<file path="src/rtl/seg7_pkg.sv">
// Shared segment constants for the 7-segment scan display (segments g..a, active-low).
// Pure constants: no latency, no flow control.
package seg7_pkg;

  localparam logic [6:0] SEG_DASH = 7'b0111111;
  localparam logic [6:0] SEG_OFF  = 7'b1111111;

  // Entry n is the glyph for hex value n; the leftmost element is entry 15.
  localparam logic [15:0][6:0] SEG_HEX = {
    7'b0001110,  // F
    7'b0000110,  // E
    7'b0100001,  // d
    7'b1000110,  // C
    7'b0000011,  // b
    7'b0001000,  // A
    7'b0010000,  // 9
    7'b0000000,  // 8
    7'b1111000,  // 7
    7'b0000010,  // 6
    7'b0010010,  // 5
    7'b0011001,  // 4
    7'b0110000,  // 3
    7'b0100100,  // 2
    7'b1111001,  // 1
    7'b1000000   // 0
  };

endpackage

</file>
<file path="src/rtl/seg7_hex_decode.sv">
// Hex nibble to active-low 7-segment glyph.
// Purely combinational, no flow control.
module seg7_hex_decode
  import seg7_pkg::*;
(
  input  logic [3:0] hex,
  output logic [6:0] seg
);

  assign seg = SEG_HEX[hex];

endmodule

</file>
<file path="src/rtl/seg7_scan.sv">
// Multiplexed 7-segment scanner; outputs registered 1 cycle after scan state; no backpressure.
// Optional leading-zero blanking when SEG7_LZB_EN is defined.
module seg7_scan
  import seg7_pkg::*;
#(
  parameter int NUM_DIGITS = 4,
  parameter int SCAN_DIV   = 50000
) (
  input  logic                    clk,
  input  logic                    rst,
  input  logic                    load,
  input  logic [4*NUM_DIGITS-1:0] digits,
  input  logic [NUM_DIGITS-1:0]   dp_in,
  input  logic [NUM_DIGITS-1:0]   blank,
  output logic [6:0]              seg,
  output logic                    dp,
  output logic [NUM_DIGITS-1:0]   an
);

  localparam int PW = $clog2(SCAN_DIV);
  localparam int IW = $clog2(NUM_DIGITS);

  logic [PW-1:0]           presc;
  logic [IW-1:0]           idx;
  logic [4*NUM_DIGITS-1:0] sh_dig;
  logic [NUM_DIGITS-1:0]   sh_dp;
  logic [NUM_DIGITS-1:0]   sh_blank;

  logic [3:0]              cur_hex;
  logic                    cur_dp;
  logic                    cur_blank;
  logic                    cur_lz;
  logic [NUM_DIGITS-1:0]   an_sel;
  logic [6:0]              hex_seg;

  always_comb begin
    cur_hex   = 4'h0;
    cur_dp    = 1'b0;
    cur_blank = 1'b0;
    an_sel    = '1;
    for (int i = 0; i < NUM_DIGITS; i++) begin
      if (idx == IW'(i)) begin
        cur_hex   = sh_dig[4*i +: 4];
        cur_dp    = sh_dp[i];
        cur_blank = sh_blank[i];
        an_sel[i] = 1'b0;
      end
    end
  end

`ifdef SEG7_LZB_EN
  logic [NUM_DIGITS-1:0] lz;
  logic                  lz_run;

  // A digit is a leading zero when it and every digit to its left are zero.
  always_comb begin
    lz     = '0;
    lz_run = 1'b1;
    for (int i = NUM_DIGITS - 1; i > 0; i--) begin
      lz_run = lz_run & (sh_dig[4*i +: 4] == 4'h0);
      lz[i]  = lz_run;
    end
  end

  always_comb begin
    cur_lz = 1'b0;
    for (int i = 0; i < NUM_DIGITS; i++) begin
      if (idx == IW'(i)) cur_lz = lz[i];
    end
  end
`else
  assign cur_lz = 1'b0;
`endif

  seg7_hex_decode u_dec (
    .hex (cur_hex),
    .seg (hex_seg)
  );

  always_ff @(posedge clk) begin
    if (!rst) begin
      presc    <= '0;
      idx      <= '0;
      sh_dig   <= '0;
      sh_dp    <= '0;
      sh_blank <= '0;
      seg      <= SEG_DASH;
      dp       <= 1'b1;
      an       <= '1;
    end else begin
      if (load) begin
        sh_dig   <= digits;
        sh_dp    <= dp_in;
        sh_blank <= blank;
      end
      if (presc == PW'(SCAN_DIV - 1)) begin
        presc <= '0;
        idx   <= (idx == IW'(NUM_DIGITS - 1)) ? '0 : idx + 1'b1;
      end else begin
        presc <= presc + 1'b1;
      end
      // Prescaler 0 is dead time between digits so ghosting cannot occur.
      seg <= (cur_blank | cur_lz) ? SEG_OFF : hex_seg;
      dp  <= cur_blank ? 1'b1 : ~cur_dp;
      an  <= (presc == '0) ? '1 : an_sel;
    end
  end

endmodule

</file>
<file path="config.mk">
export PLATFORM = sky130hd
export DESIGN_NAME = seg7_scan
export DESIGN_NICKNAME = d
export VERILOG_FILES = /design/src/rtl/seg7_pkg.sv /design/src/rtl/seg7_hex_decode.sv /design/src/rtl/seg7_scan.sv
export SDC_FILE = /design/constraint.sdc
export NUM_CORES = 1
export LEC_CHECK = 0
export BUFFER_PORTS_ARGS = -buffer_cell sky130_fd_sc_hd__buf_2
export CORE_UTILIZATION = 56
export DETAILED_ROUTE_END_ITERATION = 10
export HOLD_SLACK_MARGIN = 0.12
export PLACE_DENSITY = 0.79
export RECOVER_POWER = 25
export SLEW_MARGIN = 30
export SYNTH_ARGS = -nofsm -noshare
export SYNTH_HDL_FRONTEND = slang
export SYNTH_SLANG_ARGS = --single-unit
</file>
<file path="constraint.sdc">
create_clock -name clk -period 2.6 [get_ports clk]
set_clock_uncertainty 0.05 [all_clocks]
set_input_delay 0.39 -clock clk [delete_from_list [all_inputs] [get_ports clk]]
set_output_delay 0.39 -clock clk [all_outputs]
set_load 0.01 [all_outputs]
</file>
Yosys cells after proc, flatten, opt, wreduce, memory -nomap -nowiden
Memory sizes are Yosys's and may differ from the RTL's.
Index checks and enable logic that the tools add are counted.

storage, ports and cells
  ROM bits = 112
  memories = 1
  flip-flop bits (word level) = 54
  word-level logic and storage cells = 43

memories
  memory           words  width  rd ports  clocked after Yosys merged registers in  wr ports  RTL line               source
  (no name shown)  16     7      1         0                                        0         seg7_hex_decode.sv:10  assign seg = SEG_HEX[hex];

cells by class
  reduce and logical (&&, ||, !) cells = 5
  bitwise gates (word level) = 2
  mux-type cells = 19
  $add $sub $neg = 2
  equality and inequality tests = 4
  magnitude comparators = 1

operators by type and width
  kind                                                                    count
  16-bit by 1-bit adder with 16-bit output (second input constant)        1
  16-bit equality test (second input constant)                            1
  16-bit zero test                                                        1
  4-bit two-way mux                                                       4
  7-bit two-way mux                                                       2
  1-bit two-way mux                                                       12
  2-bit OR reduction                                                      3
  4-bit by 5-bit < comparator with 1-bit output (second input constant)   1
  2-bit equality test (second input constant)                             2
  2-bit by 1-bit adder with 2-bit output (second input constant)          1
  2-bit by 1-bit equality test with 1-bit output (second input constant)  1
  2-bit zero test                                                         1
  2-bit two-way mux                                                       1
  1-bit inverter                                                          2

Depth between registers and ports, before layout
  word-level depth = 8
  mapped depth = 11
  mapped depth without buffers = 10

Hierarchy
From an unflattened synthesis, not the netlist that was laid out.

unflattened totals
  cell total of the unflattened synthesis = 277
  area total of the unflattened synthesis = 2,544.9 sq um

by module, submodules not included
  module           cells an instance  area each (sq um)  instances  seq. area each (sq um)
  seg7_scan        245                2,269.7            1          1,081.0
  seg7_hex_decode  32                 275.3              1          0.0

Least setup slack after synthesis
Ideal clock, no wire load.

  kind = reg-to-reg
  start point = register idx[1]
  end point = register seg[1]
  cell stages (with the launch flop) = 11
  path buffers = 1
  setup slack = 190 ps
  arrival = 2,254 ps
  path through = dfxtp_1 > inv_1 > ha_1 > buf_2 > nand3b_1 > a221oi_1 > inv_1 > ha_1 > nor2_1 > a211o_1 > o311ai_0

on the way
  word-level cells in the longest chain between the ends = 7

ends and longest elaborated chain
  what                                     RTL line               source
  from (decl)                              seg7_scan.sv:24        logic [IW-1:0] idx;
  from (signal assigned)                   seg7_scan.sv:98        idx <= (idx == IW'(NUM_DIGITS - 1)) ? '0 : idx + 1'b1;
  2-bit zero test                          seg7_scan.sv:42        if (idx == IW'(i)) begin
  4-bit two-way mux (4 in series)          seg7_scan.sv:42
  memory 16 x 7 bit                        --
  7-bit two-way mux (not written as such)  seg7_hex_decode.sv:10
  to (signal assigned)                     seg7_scan.sv:103       seg <= (cur_blank | cur_lz) ? SEG_OFF : hex_seg;
  to (decl)                                seg7_scan.sv:15        output logic [6:0] seg,

Several ways; a longest one is shown, not always the timed one. The select of a mux whose other input is x is not followed.
A chain may end at the register's enable or synchronous reset.

Final worst setup path
  start point = register idx[0]
  end point = register seg[0]

Same word-level chain as after synthesis.

==> impl_metrics.ini <==
[drt]
drtIter0Drc = 157
wl_per_cell_um = 13.6
detail_route.vias_per_cell = 5.58
firstDrtPassIters = 4
wl_um = 4880
drc_errors = 0
via_count = 2008
ant_nets = 0

[power_and_ir_drop]
p_comb_frac = 0.111
p_per_area_nw_per_um2 = 545
pwr-share-seq = 0.579
p_switching_mw = 0.374
clkPwrFrac = 0.310
ir_drop_mv = 0.321
power_mw = 1.53
p_leak_nw = 1.18
internal-power_mw = 1.16
swShare = 0.243

[yosys]
postSynthAreaPerCell_sq_um = 9.15
synth_top_flop_cell = dfxtp_1
synth_nets = 310
synth-edff-count = 0
synth-warning-count = 0
netlist_instances = 271
ys_seq_area_frac = 0.436
ys_seq_elements = 54
async_flop_share = 0
ys_types = 45
netlist_area_sq_um = 2480

[place]
post-dp-hpwl_um = 3660
port_buffers = 38
post_dp_cell_area_sq_um = 2710
place_congestion = 0.874

[cts]
cts.sinks = 54
cts_buffer_depth = 2
path_clk_slew_ns = 0.09
clk_root_buffer_cell = clkbuf_8
cts_max_level = 2
clk_latency_ns = 0.31
cts_setup_buffers = 0
cts_tree = built
cts_made_buffers = 5

[run_status]
violations = capacitance limit, slew limit
status = complete, but fails checks

[critical_path]
crit_path_start_kind = flip-flop
reg2reg_to = seg[0]$_SDFF_PP1_
crit_required_ns = 2.72
worstSetupEndpointType = flip-flop
path_max_fanout = 15
critPathSlowestCell = ha_1
reg2reg_depth = 8
path_class = reg -> reg
reg2reg_setup_slack_ns = 0.21
slowest_delay_ns = 0.48
r2r_start = idx[0]$_SDFFE_PN0P_
cpMostUsedCell = ha_1
arrival_ns = 2.51
worstPathCellList = ha_1 > mux2i_1 > a31oi_1 > buf_4 > ha_1 > or3_1 > o21ai_0 > a21oi_1

[job]
max_cap_violations = 1

[worst_hold_path]
min_path_type = in -> reg
whs_path_depth = 3
min_to = sh_dig[6]$_SDFFE_PN0P_
hp-start = digits[6]

[finish]
fin_area_sq_um = 2820
final_common_cell = dfxtp_1
finalNetCount = 348
fillers = 343
diodes = 0
final_cell_mix = dfxtp_1, nor2_1, buf_2, mux2i_1, nand2_1
drive_gt1_frac = 0.197
area_growth_pct = 13.6

[die]
die_w_um = 68.5
ioPinCount = 39
die-area_sq_um = 4700
rows = 23
start_util = 0.602
die_h_um = 68.5
core_area_sq_um = 4120

[global_routing]
grt_pass1_vias = 1767
grt_usage = 0.233
grt_max_degree = 30
antenna_found_initial = 0
grt_pass1_wl_um = 8070
grt-ovfl-total = 0

[timing]
slew_headroom = -0.130
final_hold_viol_count = 0
worstMarginPinSlew_ns = 1.69
finalSetupTns_ns = 0
setup_viol = 0
fin_crit_ns = 2.39
drv_slew = 25
max_freq_mhz = 418
fin_crit_sh = 0.920
rsz0062_at_grt = false
[power groups by stage]
stage	combinational (mW)	clock (mW)	sequential [mW]
floorplan	0.102	0	0.908
global placement	0.163	0	0.906
detailed placement	0.169	0	0.908
CTS	0.170	0.489	0.888
global route	0.191	0.520	0.894
finish	0.171	0.475	0.889
[stage by stage]
step | instances | hold WS, ns | setup slack, ns | utilization
5_1_grt | 360 | 0.272 | 0.0320 | 0.684
3_3_place_gp | 352 | 0.395 | 0.304 | 0.659
3_5_place_dp | 352 | 0.409 | 0.183 | 0.659
2_1_floorplan | 271 | 0.380 | 0.190 | -
6_report | 360 | 0.265 | 0.208 | 0.684
4_1_cts | 360 | 0.262 | 0.151 | 0.682
[final cells by class]
class	count	area, sq um	area share
clock buffer	6	82.6	0.0293
timing repair buffer	43	226	0.0804
clock inverter	2	12.5	0.00444
sequential	54	1080	0.384
multi-input combinational	196	1320	0.468
tap	50	62.6	0.0222
inverter	9	33.8	0.0120
[per-layer routing]
metal	up-vias	track usage	part of all wire
li1	1009	-	-
met1	928	0.327	0.51
met4	0	0.0964	0.018
met2	58	0.343	0.42
met3	13	0.0493	0.050
met5	-	0	0
[sequential cells by signal, indices dropped and copies added, names as in the netlist]
signal    flops
presc        16
sh_dig       16
seg           7
an            4
sh_blank      4
sh_dp         4
idx           2
dp            1
[worst max-delay path by stage]
stage / startpoint / endpoint / slack, ns
6_report: idx[0]$_SDFFE_PN0P_ / seg[0]$_SDFF_PP1_ / 0.21
4_1_cts: idx[1]$_SDFFE_PN0P_ / seg[1]$_SDFF_PP1_ / 0.15
2_1_floorplan: idx[1]$_SDFFE_PN0P_ / seg[1]$_SDFF_PP1_ / 0.19
3_5_place_dp: idx[1]$_SDFFE_PN0P_ / seg[1]$_SDFF_PP1_ / 0.18
5_1_grt: idx[1]$_SDFFE_PN0P_ / seg[4]$_SDFF_PP1_ / 0.03
3_3_place_gp: idx[1]$_SDFFE_PN0P_ / seg[1]$_SDFF_PP1_ / 0.30
[worst max-delay path, delay by kind of cell (launching register included)]
kind / cells / cell delay, ns
compound gates: 3 / 0.29
fa+ha+maj: 2 / 0.69
buf+inv: 1 / 0.18
flops: 1 / 0.41
mux: 1 / 0.25
simple gates: 1 / 0.38
[repair_timing]
action | 4_1_cts | 5_1_grt
hold buffers | 0 | 0
resized for setup | 0 | 2
setup endpoints to repair | 0 | 4
[cells in the mapped netlist (2+ instances only)]
cell | n | share of area
nand3b_1 | 5 | 0.015
a21oi_1 | 10 | 0.020
buf_1 | 3 | 0.0045
o21ai_0 | 6 | 0.012
mux2i_1 | 26 | 0.10
and3_1 | 4 | 0.010
clkbuf_1 | 4 | 0.0061
o221ai_1 | 3 | 0.011
nand3_1 | 7 | 0.014
or3_1 | 2 | 0.0050
and3_2 | 2 | 0.0061
nor3b_1 | 3 | 0.0091
dfxtp_1 | 54 | 0.44
nor2_1 | 47 | 0.071
a31oi_1 | 2 | 0.0050
nand4_1 | 3 | 0.0076
xnor2_1 | 8 | 0.028
nand2_1 | 24 | 0.036
inv_1 | 9 | 0.014
ha_1 | 12 | 0.061
buf_2 | 4 | 0.0081
nor3_1 | 2 | 0.0040
nor2b_1 | 3 | 0.0076
xor2_1 | 6 | 0.021
a311o_1 | 2 | 0.0081
[logic make-up (layout without fill, tap and decap cells)]
group,count (synthesis),after routing,synth area share
and+or+nand+nor,112,112,0.223
xor gates and xnor gates,14,14,0.0495
muxes,26,26,0.105
buffers and inverters,21,60,0.0368
AOI/OAI and AO/OA,32,32,0.0894
DFF,54,54,0.436
adders and majority gates,12,12,0.0606
Note: power is estimated with default switching activity, not from simulation.
